### src/rtl/product_accumulator.sv
// Sums a stream of signed products into a wide accumulator, one result per vector (ended by prod_last).
// The finished sum sits behind a valid/ready handshake; no terms are taken while it waits.
module product_accumulator #(
  parameter int PROD_W = 64,
  parameter int ACC_W  = 72,
  parameter int CNT_W  = 16
) (
  input  logic              clk,
  input  logic              rst,
  input  logic [PROD_W-1:0] product,
  input  logic              prod_valid,
  input  logic              prod_last,
  output logic              prod_ready,
  output logic [ACC_W-1:0]  acc_out,
  output logic [CNT_W-1:0]  acc_count,
  output logic              acc_ovf,
  output logic              acc_valid,
  input  logic              acc_ready
);

  typedef enum logic {ST_ACCUM = 1'b0, ST_DONE = 1'b1} state_t;

  state_t           state_q, state_d;
  logic [ACC_W-1:0] acc_q, acc_d;
  logic [CNT_W-1:0] cnt_q, cnt_d;
  logic             ovf_q, ovf_d;
  logic             first_q, first_d;
  logic [ACC_W-1:0] prod_ext;
  logic [ACC_W-1:0] sum;
  logic             add_ovf;

  assign prod_ext = ACC_W'($signed(product));
  assign sum      = acc_q + prod_ext;
  // Signed overflow: both operands agree in sign but the wrapped sum does not.
  assign add_ovf  = (acc_q[ACC_W-1] == prod_ext[ACC_W-1]) && (sum[ACC_W-1] != acc_q[ACC_W-1]);

  always_comb begin
    state_d = state_q;
    acc_d   = acc_q;
    cnt_d   = cnt_q;
    ovf_d   = ovf_q;
    first_d = first_q;
    case (state_q)
      ST_ACCUM: begin
        if (prod_valid) begin
          if (first_q) begin
            acc_d = prod_ext;
            cnt_d = CNT_W'(1);
            ovf_d = 1'b0;
          end else begin
            acc_d = sum;
            if (cnt_q != '1) cnt_d = cnt_q + CNT_W'(1);
            ovf_d = ovf_q | add_ovf;
          end
          first_d = prod_last;
          if (prod_last) state_d = ST_DONE;
        end
      end
      ST_DONE: begin
        if (acc_ready) begin
          state_d = ST_ACCUM;
          acc_d   = '0;
          cnt_d   = '0;
          ovf_d   = 1'b0;
        end
      end
      default: state_d = ST_ACCUM;
    endcase
  end

  always_ff @(posedge clk or posedge rst) begin
    if (rst) begin
      state_q <= ST_ACCUM;
      acc_q   <= '0;
      cnt_q   <= '0;
      ovf_q   <= 1'b0;
      first_q <= 1'b1;
    end else begin
      state_q <= state_d;
      acc_q   <= acc_d;
      cnt_q   <= cnt_d;
      ovf_q   <= ovf_d;
      first_q <= first_d;
    end
  end

  assign prod_ready = (state_q == ST_ACCUM);
  assign acc_valid  = (state_q == ST_DONE);
  assign acc_out    = acc_q;
  assign acc_count  = cnt_q;
  assign acc_ovf    = ovf_q;

endmodule

### config.mk
export PLATFORM = sky130hd
export DESIGN_NAME = product_accumulator
export DESIGN_NICKNAME = d
export VERILOG_FILES = /design/src/rtl/product_accumulator.sv
export SDC_FILE = /design/constraint.sdc
export NUM_CORES = 1
export LEC_CHECK = 0
export ABC_AREA = 0
export CORE_ASPECT_RATIO = 1.4
export CORE_MARGIN = 4
export CORE_UTILIZATION = 59
export CTS_BUF_LIST = sky130_fd_sc_hd__clkbuf_4
export DETAILED_ROUTE_END_ITERATION = 6
export PLACE_DENSITY_LB_ADDON = 0.1
export SYNTH_ARGS = -nofsm -noshare
export SYNTH_HDL_FRONTEND = slang
export SYNTH_SLANG_ARGS = --single-unit
### constraint.sdc
create_clock -name clk -period 6.95 [get_ports clk]
set_clock_uncertainty 0.15 [all_clocks]
set_input_delay 1.0425 -clock clk [delete_from_list [all_inputs] [get_ports clk]]
set_output_delay 1.0425 -clock clk [all_outputs]
set_load 0.02 [all_outputs]
==> flow_summary_export.csv, run 1 <==
group,metric,value,unit
setup_path,endpoint_kind,"flip-flop",
sta,finalCriticalPeriod,4333,ps
clocking,cts_resized,0,
route,drcViolationCount,0,
layout,drive_gt1_share,4.355,%
min_path,min_delay_worst_endpoint,"acc_out[14]",
setup_path,startpoint,"product[0]",
sta,slew_viol_final,0,
sta,tns,0,ps
setup_path,r2r_slack,3190,ps
sta,relSlewSlack,40.85,%
global_route,antenna_found_initial,1,
min_path,hp-class,"reg -> reg",
clocking,h-tree-depth,3,
clocking,post-cts-setup-buffer-count,0,
sta,worst_pin_slew,887.2,ps
min_path,worstHoldStart,"acc_out[14]",
route,drtIter0Drc,591,
power,seq_power_share,20.8,%
layout,nNetsFinal,1308,
logic_synthesis,ys_seq_area_share,27.72,%
logic_synthesis,synthesis.nets,1180,
power,leakage,4.429,nW
die,coreArea,13510,um2
logic_synthesis,synth_ff_type,"dfrtp_1",
sta,setup_viol,0,
setup_path,cp_num_buf_inv,1,
die,start_util,60.82,%
die,die_height,147.7,um
clocking,cts_buffer_depth,2,
clocking,cts.sinks,91,
sta,setup_ws,2617,ps
run,drv_cap,0,
status,outcome,"finished clean",
sta,final_hold_viol_count,0,
setup_path,cp_top_family,"compound AO/OA/AOI/OAI gates",
setup_path,cp_cell_sequence,"clkdlybuf4s50_1, ha_1, fa_1, a21o_1, a21o_1, a211o_1, a21oi_1, nor3_1, o21ai_2, a21oi_1, a311o_1, a31o_2, xnor2_1, a22oi_1",
power,p_sw_share,50.53,%
setup_path,critPathSlowestCell,"clkdlybuf4s50_1",
logic_synthesis,synth_top_area_share,27.40,%
route,avgViaCountPerCell,6.391,
sta,fmax,230.8,MHz
power,clkPwrFrac,8.2,%
route,routed_wl,25670,um
layout,area_growth,22.73,%
logic_synthesis,synth_cells,1038,
logic_synthesis,synth_edf_count,0,
route,routedWlPerCell,18.96,um
setup_path,worst_r2r_endpoint,"acc_out[64]",
layout,most-common-layout-cells,"clkdlybuf4s50_1, nand2_1, a21oi_1",
place,hpwl,19170,um
clocking,path_clk_slew,160,ps
logic_synthesis,synthArstFlopShare,100.0,%
setup_path,critPathMaxStageDelay,430,ps
logic_synthesis,ys_warn_count,0,
route,met2_length,12950,um
place,port-buffer-count,159,
route,first_pass_iters,5,
setup_path,path_max_fanout,3,
place,dp_slack,2177,ps
logic_synthesis,post_synth_instance_area,8219,um2
min_path,holdPathStages,2,
setup_path,r2r_cells,13,
die,die_area,15910,um2
route,top_layer_used,"met4",
clocking,hold_buffers,0,
clocking,worst_skew_pair.late_latency,480,ps
power,internal_power,2.286,mW
clocking,cts_tree,"yes",
route,postRouteAntennaNets,0,
route,drt-met1-wl,10000,um
sta,timing.final.crit_share,62.34,%
die,ios,160,
power,p_per_area,458.1,nW/um2
setup_path,rr_startpoint,"acc_out[0]",
power,p_sw,2.335,mW
route,wl_met3,1603,um
layout,mostFrequentLayoutCell,"clkdlybuf4s50_1",
global_route,grt_max_degree,80,
global_route,gr-total-overflow,0,
setup_path,startpoint_type,"input port",
clocking,cts_made_buffers,9,
place,place.gp.congestion,0.9763,
logic_synthesis,ys_ff_latch,91,
logic_synthesis,syn_avg_cell_area,7.918,um2
power,combPwrFrac,71.0,%
power,ir_drop,0.2625,mV
sta,rsz0062_at_grt,"no",
clocking,cts_root_buf,"clkbuf_4",
global_route,grt_pass1_vias,8647,
route,vias,8653,
global_route,grt_pass1_wl,42110,um
setup_path,critical_path_arrival,4540,ps
die,die_w,107.8,um
logic_synthesis,synthTopCellsByArea,"dfrtp_1, ha_1, a21oi_1",
setup_path,crit_type,"in -> reg",
logic_synthesis,yosysTopAreaCell,"dfrtp_1",
die,rows,50,
layout,nFillCells,1102,
global_route,grtUsageTotal,32.34,%
logic_synthesis,yosysUniqueCellTypes,69,
setup_path,required,7160,ps
[worst min-delay path, delay by kind of cell (launching register included)]
family / cells / cell delay (ps)
AOI/OAI and AO/OA: 1 / 70
DFF: 1 / 400
and+or+nand+nor: 1 / 50
[flip-flops by register name, summed over array words and instances, names as in the netlist]
signal,flops
acc_out,72
acc_valid,1
first_q,1
acc_ovf,1
acc_count,16
[kinds of logic after synthesis]
family          Yosys count  share of synthesized area, %
mux                       9                         1.111
fa+ha+maj                73                         11.20
xor+xnor                 73                         7.779
buf+inv                  69                         3.395
compound gates          411                         31.44
flops                    91                         27.72
simple gates            312                         17.35
[how the worst max path moves through the flow]
stage / end / slack [ps] / cells past startpoint
floorplan: acc_out[70] / 2980 / 13
global placement: acc_out[68] / 2160 / 14
detailed placement: acc_out[64] / 2180 / 14
CTS: acc_out[64] / 2680 / 14
global route: acc_out[70] / 2470 / 14
finish: acc_out[64] / 2620 / 14
[power groups by stage]
| stage | registers, mW | clock network, mW | logic [mW] |
|---|---|---|---|
| 5_1_grt | 0.994 | 0.402 | 3.59 |
| 3_5_place_dp | 0.969 | 0 | 3.22 |
| 4_1_cts | 0.958 | 0.384 | 3.24 |
| 2_1_floorplan | 1.16 | 0 | 2.01 |
| 3_3_place_gp | 0.964 | 0 | 3.19 |
| 6_report | 0.962 | 0.379 | 3.28 |
[per-layer routing]
metal	vias up	track usage, %
li1	4063	-
met1	4114	38.72
met2	394	56.66
met3	82	4.369
met4	0	15.22
met5	-	0
[cell usage after synthesis, types with 3 or more instances]
| cell | count |
|---|---|
| dfrtp_1 | 90 |
| a211oi_1 | 7 |
| a21o_1 | 43 |
| clkbuf_1 | 38 |
| nor2b_1 | 6 |
| and3_1 | 17 |
| nand4_1 | 18 |
| nor2_1 | 81 |
| and2_1 | 5 |
| nand2b_1 | 4 |
| a21oi_2 | 4 |
| a31oi_1 | 10 |
| nand3_1 | 20 |
| o211ai_1 | 6 |
| o21ai_2 | 4 |
| ha_1 | 72 |
| o21bai_1 | 14 |
| or3_1 | 6 |
| nand2_1 | 126 |
| a32oi_1 | 15 |
| a211o_1 | 3 |
| a22o_1 | 15 |
| buf_2 | 4 |
| o21ai_1 | 9 |
| xor2_1 | 33 |
| and4_1 | 5 |
| o21ai_0 | 118 |
| a21oi_1 | 124 |
| nor3_1 | 11 |
| a311oi_1 | 3 |
| inv_1 | 20 |
| o21a_1 | 7 |
| xnor2_1 | 40 |
| nor4_1 | 3 |
| o31ai_1 | 4 |
| mux2i_1 | 8 |
| buf_1 | 5 |
[stage by stage]
| step | std cells | hold WS [ps] | power, mW | area [um2] | util (%) |
|---|---|---|---|---|---|
| 2_1_floorplan | 1038 | 460.8 | 3.173 | 8219 | - |
| 3_3_place_gp | 1337 | 343.6 | 4.149 | 9911 | 73.34 |
| 3_5_place_dp | 1337 | 354.3 | 4.186 | 9911 | 73.34 |
| 4_1_cts | 1353 | 396.5 | 4.586 | 10080 | 74.63 |
| 5_1_grt | 1354 | 421.6 | 4.981 | 10090 | 74.65 |
| 6_report | 1354 | 389.3 | 4.621 | 10090 | 74.65 |
[cell type report]
| class | instances | area (um2) | share of cell area, % |
|---|---|---|---|
| antenna | 1 | 2.502 | 0.02481 |
| timing repair buffer | 166 | 1644 | 16.30 |
| sequential | 91 | 2282 | 22.62 |
| clock inverter | 7 | 106.4 | 1.054 |
| multi-input combinational | 878 | 5680 | 56.31 |
| inverter | 20 | 76.32 | 0.7566 |
| tap | 182 | 227.7 | 2.257 |
| clock buffer | 9 | 67.56 | 0.6698 |
Power figures use the tool's default switching activity.
==> run 2, diff against run 1 <==
CORE_UTILIZATION = 55   (was 59)
clock period = 4.5 ns   (was 6.95 ns; I/O delays follow)
==> run 2 against run 1 <==
Against the previous run:
- count of clock-buffer cells in the layout stayed put
- worst hold slack got worse by 38 ps
- setup slack lost 2000 ps
- utilization decreased by 5.2 points
- via count shrank 0.74%
- wire length rose by 2.3%
- critical path depth unchanged
- first-iteration DRC count fell by 20%
- final cell count rose by 1.3%
==> flow_summary_export.csv, run 2 (same netlist as run 1, synthesis figures left out) <==
group,metric,value,unit
die,die_w,111.3,um
setup_path,startpoint,"product[0]",
setup_path,startpoint_type,"input port",
sta,fmax,259.5,MHz
global_route,grt_pass1_vias,8585,
power,p_per_area,700.9,nW/um2
die,die_area,16990,um2
sta,worst_pin_slew,1283,ps
place,dpl-instance-area,9990,um2
status,outcome,"finished clean",
route,first_pass_iters,5,
route,vias,8589,
clocking,cts_made_buffers,9,
sta,slew_viol_final,0,
route,avgViaCountPerCell,6.265,
layout,nNetsFinal,1318,
clocking,cts_root_buf,"clkbuf_4",
global_route,grtUsageTotal,29.84,%
run,drv_cap,0,
setup_path,critical_path_arrival,4030,ps
clocking,worst_skew_pair.late_latency,480,ps
setup_path,required,4670,ps
layout,area_growth,23.09,%
power,power,7.092,mW
layout,final_cell_area,10120,um2
setup_path,crit_type,"in -> reg",
clocking,path_clk_slew,190,ps
global_route,antenna_found_initial,1,
setup_path,rr_startpoint,"acc_out[0]",
min_path,hp-class,"in -> async",
clocking,cts_resized,0,
route,routedWlPerCell,19.16,um
global_route,grt_max_degree,79,
layout,drive_gt1_share,5.165,%
place,place.gp.congestion,0.9675,
layout,most-common-layout-cells,"clkdlybuf4s50_1, nand2_1, a21oi_1",
route,routed_wl,26270,um
clocking,post-cts-setup-buffer-count,0,
sta,finalCriticalPeriod,3854,ps
place,port-buffer-count,159,
layout,largest_reg_flops,72,
place,hpwl,19940,um
clocking,cts.sinks,91,
sta,relSlewSlack,13.56,%
setup_path,endpoint_kind,"flip-flop",
clocking,h-tree-depth,3,
sta,final_hold_viol_count,0,
die,coreArea,14570,um2
sta,setup_viol,0,
route,drcViolationCount,0,
sta,timing.final.crit_share,85.64,%
route,postRouteAntennaNets,0,
power,ir_drop,0.4184,mV
die,ios,160,
clocking,cts_buffer_depth,2,
setup_path,path_max_fanout,3,
die,rows,52,
die,start_util,56.40,%
clocking,hold_buffers,0,
power,leakage,4.445,nW
die,die_height,152.6,um
clocking,cts_tree,"yes",
global_route,gr-total-overflow,0,
sta,rsz0062_at_grt,"no",
sta,tns,0,ps
global_route,grt_pass1_wl,42330,um
route,drtIter0Drc,472,
layout,mostFrequentLayoutCell,"clkdlybuf4s50_1",
-- run 2: final cells by class --
| type | instances | area (um2) |
|---|---|---|
| Fill cell | 1282 | 4457 |
| Clock buffer | 9 | 67.56 |
| Antenna cell | 1 | 2.502 |
| Sequential cell | 91 | 2282 |
| Tap cell | 189 | 236.5 |
| Multi-Input combinational cell | 878 | 5675 |
| Inverter | 20 | 76.32 |
| Timing Repair Buffer | 176 | 1719 |
| Clock inverter | 7 | 57.56 |
-- run 2: through the flow --
stage / setup slack (ps) / util, % / std cells / hold WS, ps
after floorplan: 899.3 / - / 1038 / 460.8
after global placement: 225.1 / 68.54 / 1354 / 344.6
after detailed placement: 171.3 / 68.54 / 1354 / 356.0
after CTS: 675.6 / 69.40 / 1370 / 361.9
after global routing: 503.6 / 69.42 / 1371 / 376.5
final: 646.4 / 69.42 / 1371 / 351.1
-- run 2: worst max-delay path: stages --
cell and delay, ps:
clkdlybuf4s50_1 420, ha_1 250, fa_1 400, a21o_1 170, a21o_1 200, a211o_1 390
a211oi_4 320, a2111oi_2 140, nor2_1 150, o21ai_1 140, a41o_1 330, a31oi_1 210
xor2_1 160, o21ai_1 70
-- run 2: worst paths after layout --
kind                       slack, ps  depth (start not counted)          end
setup / recovery                 650                         14  acc_out[70]
min in group clk                 390                          2  acc_out[22]
setup reg to reg                 850                         13  acc_out[70]
hold reg to reg                  390                          2  acc_out[22]
max in group asynchronous       2960                          3      first_q
hold / removal                   350                          2  acc_out[46]
-- run 2: routing by layer --
metal	GRT usage, %	up-vias	part of all wire (%)
met4	11.48	0	3.9
met5	0	-	0
met2	54.50	324	51
met3	4.052	77	5.1
met1	35.13	4108	40
li1	-	4080	-
-- run 2: power by group --
| group | total, mW | switching (mW) | leakage, nW | internal [mW] |
|---|---|---|---|---|
| Combinational | 5.14 | 2.93 | 3.22 | 2.21 |
| Clock | 0.472 | 0.349 | 0.0653 | 0.123 |
| Sequential | 1.48 | 0.339 | 1.16 | 1.14 |
| Total | 7.09 | 3.62 | 4.44 | 3.47 |
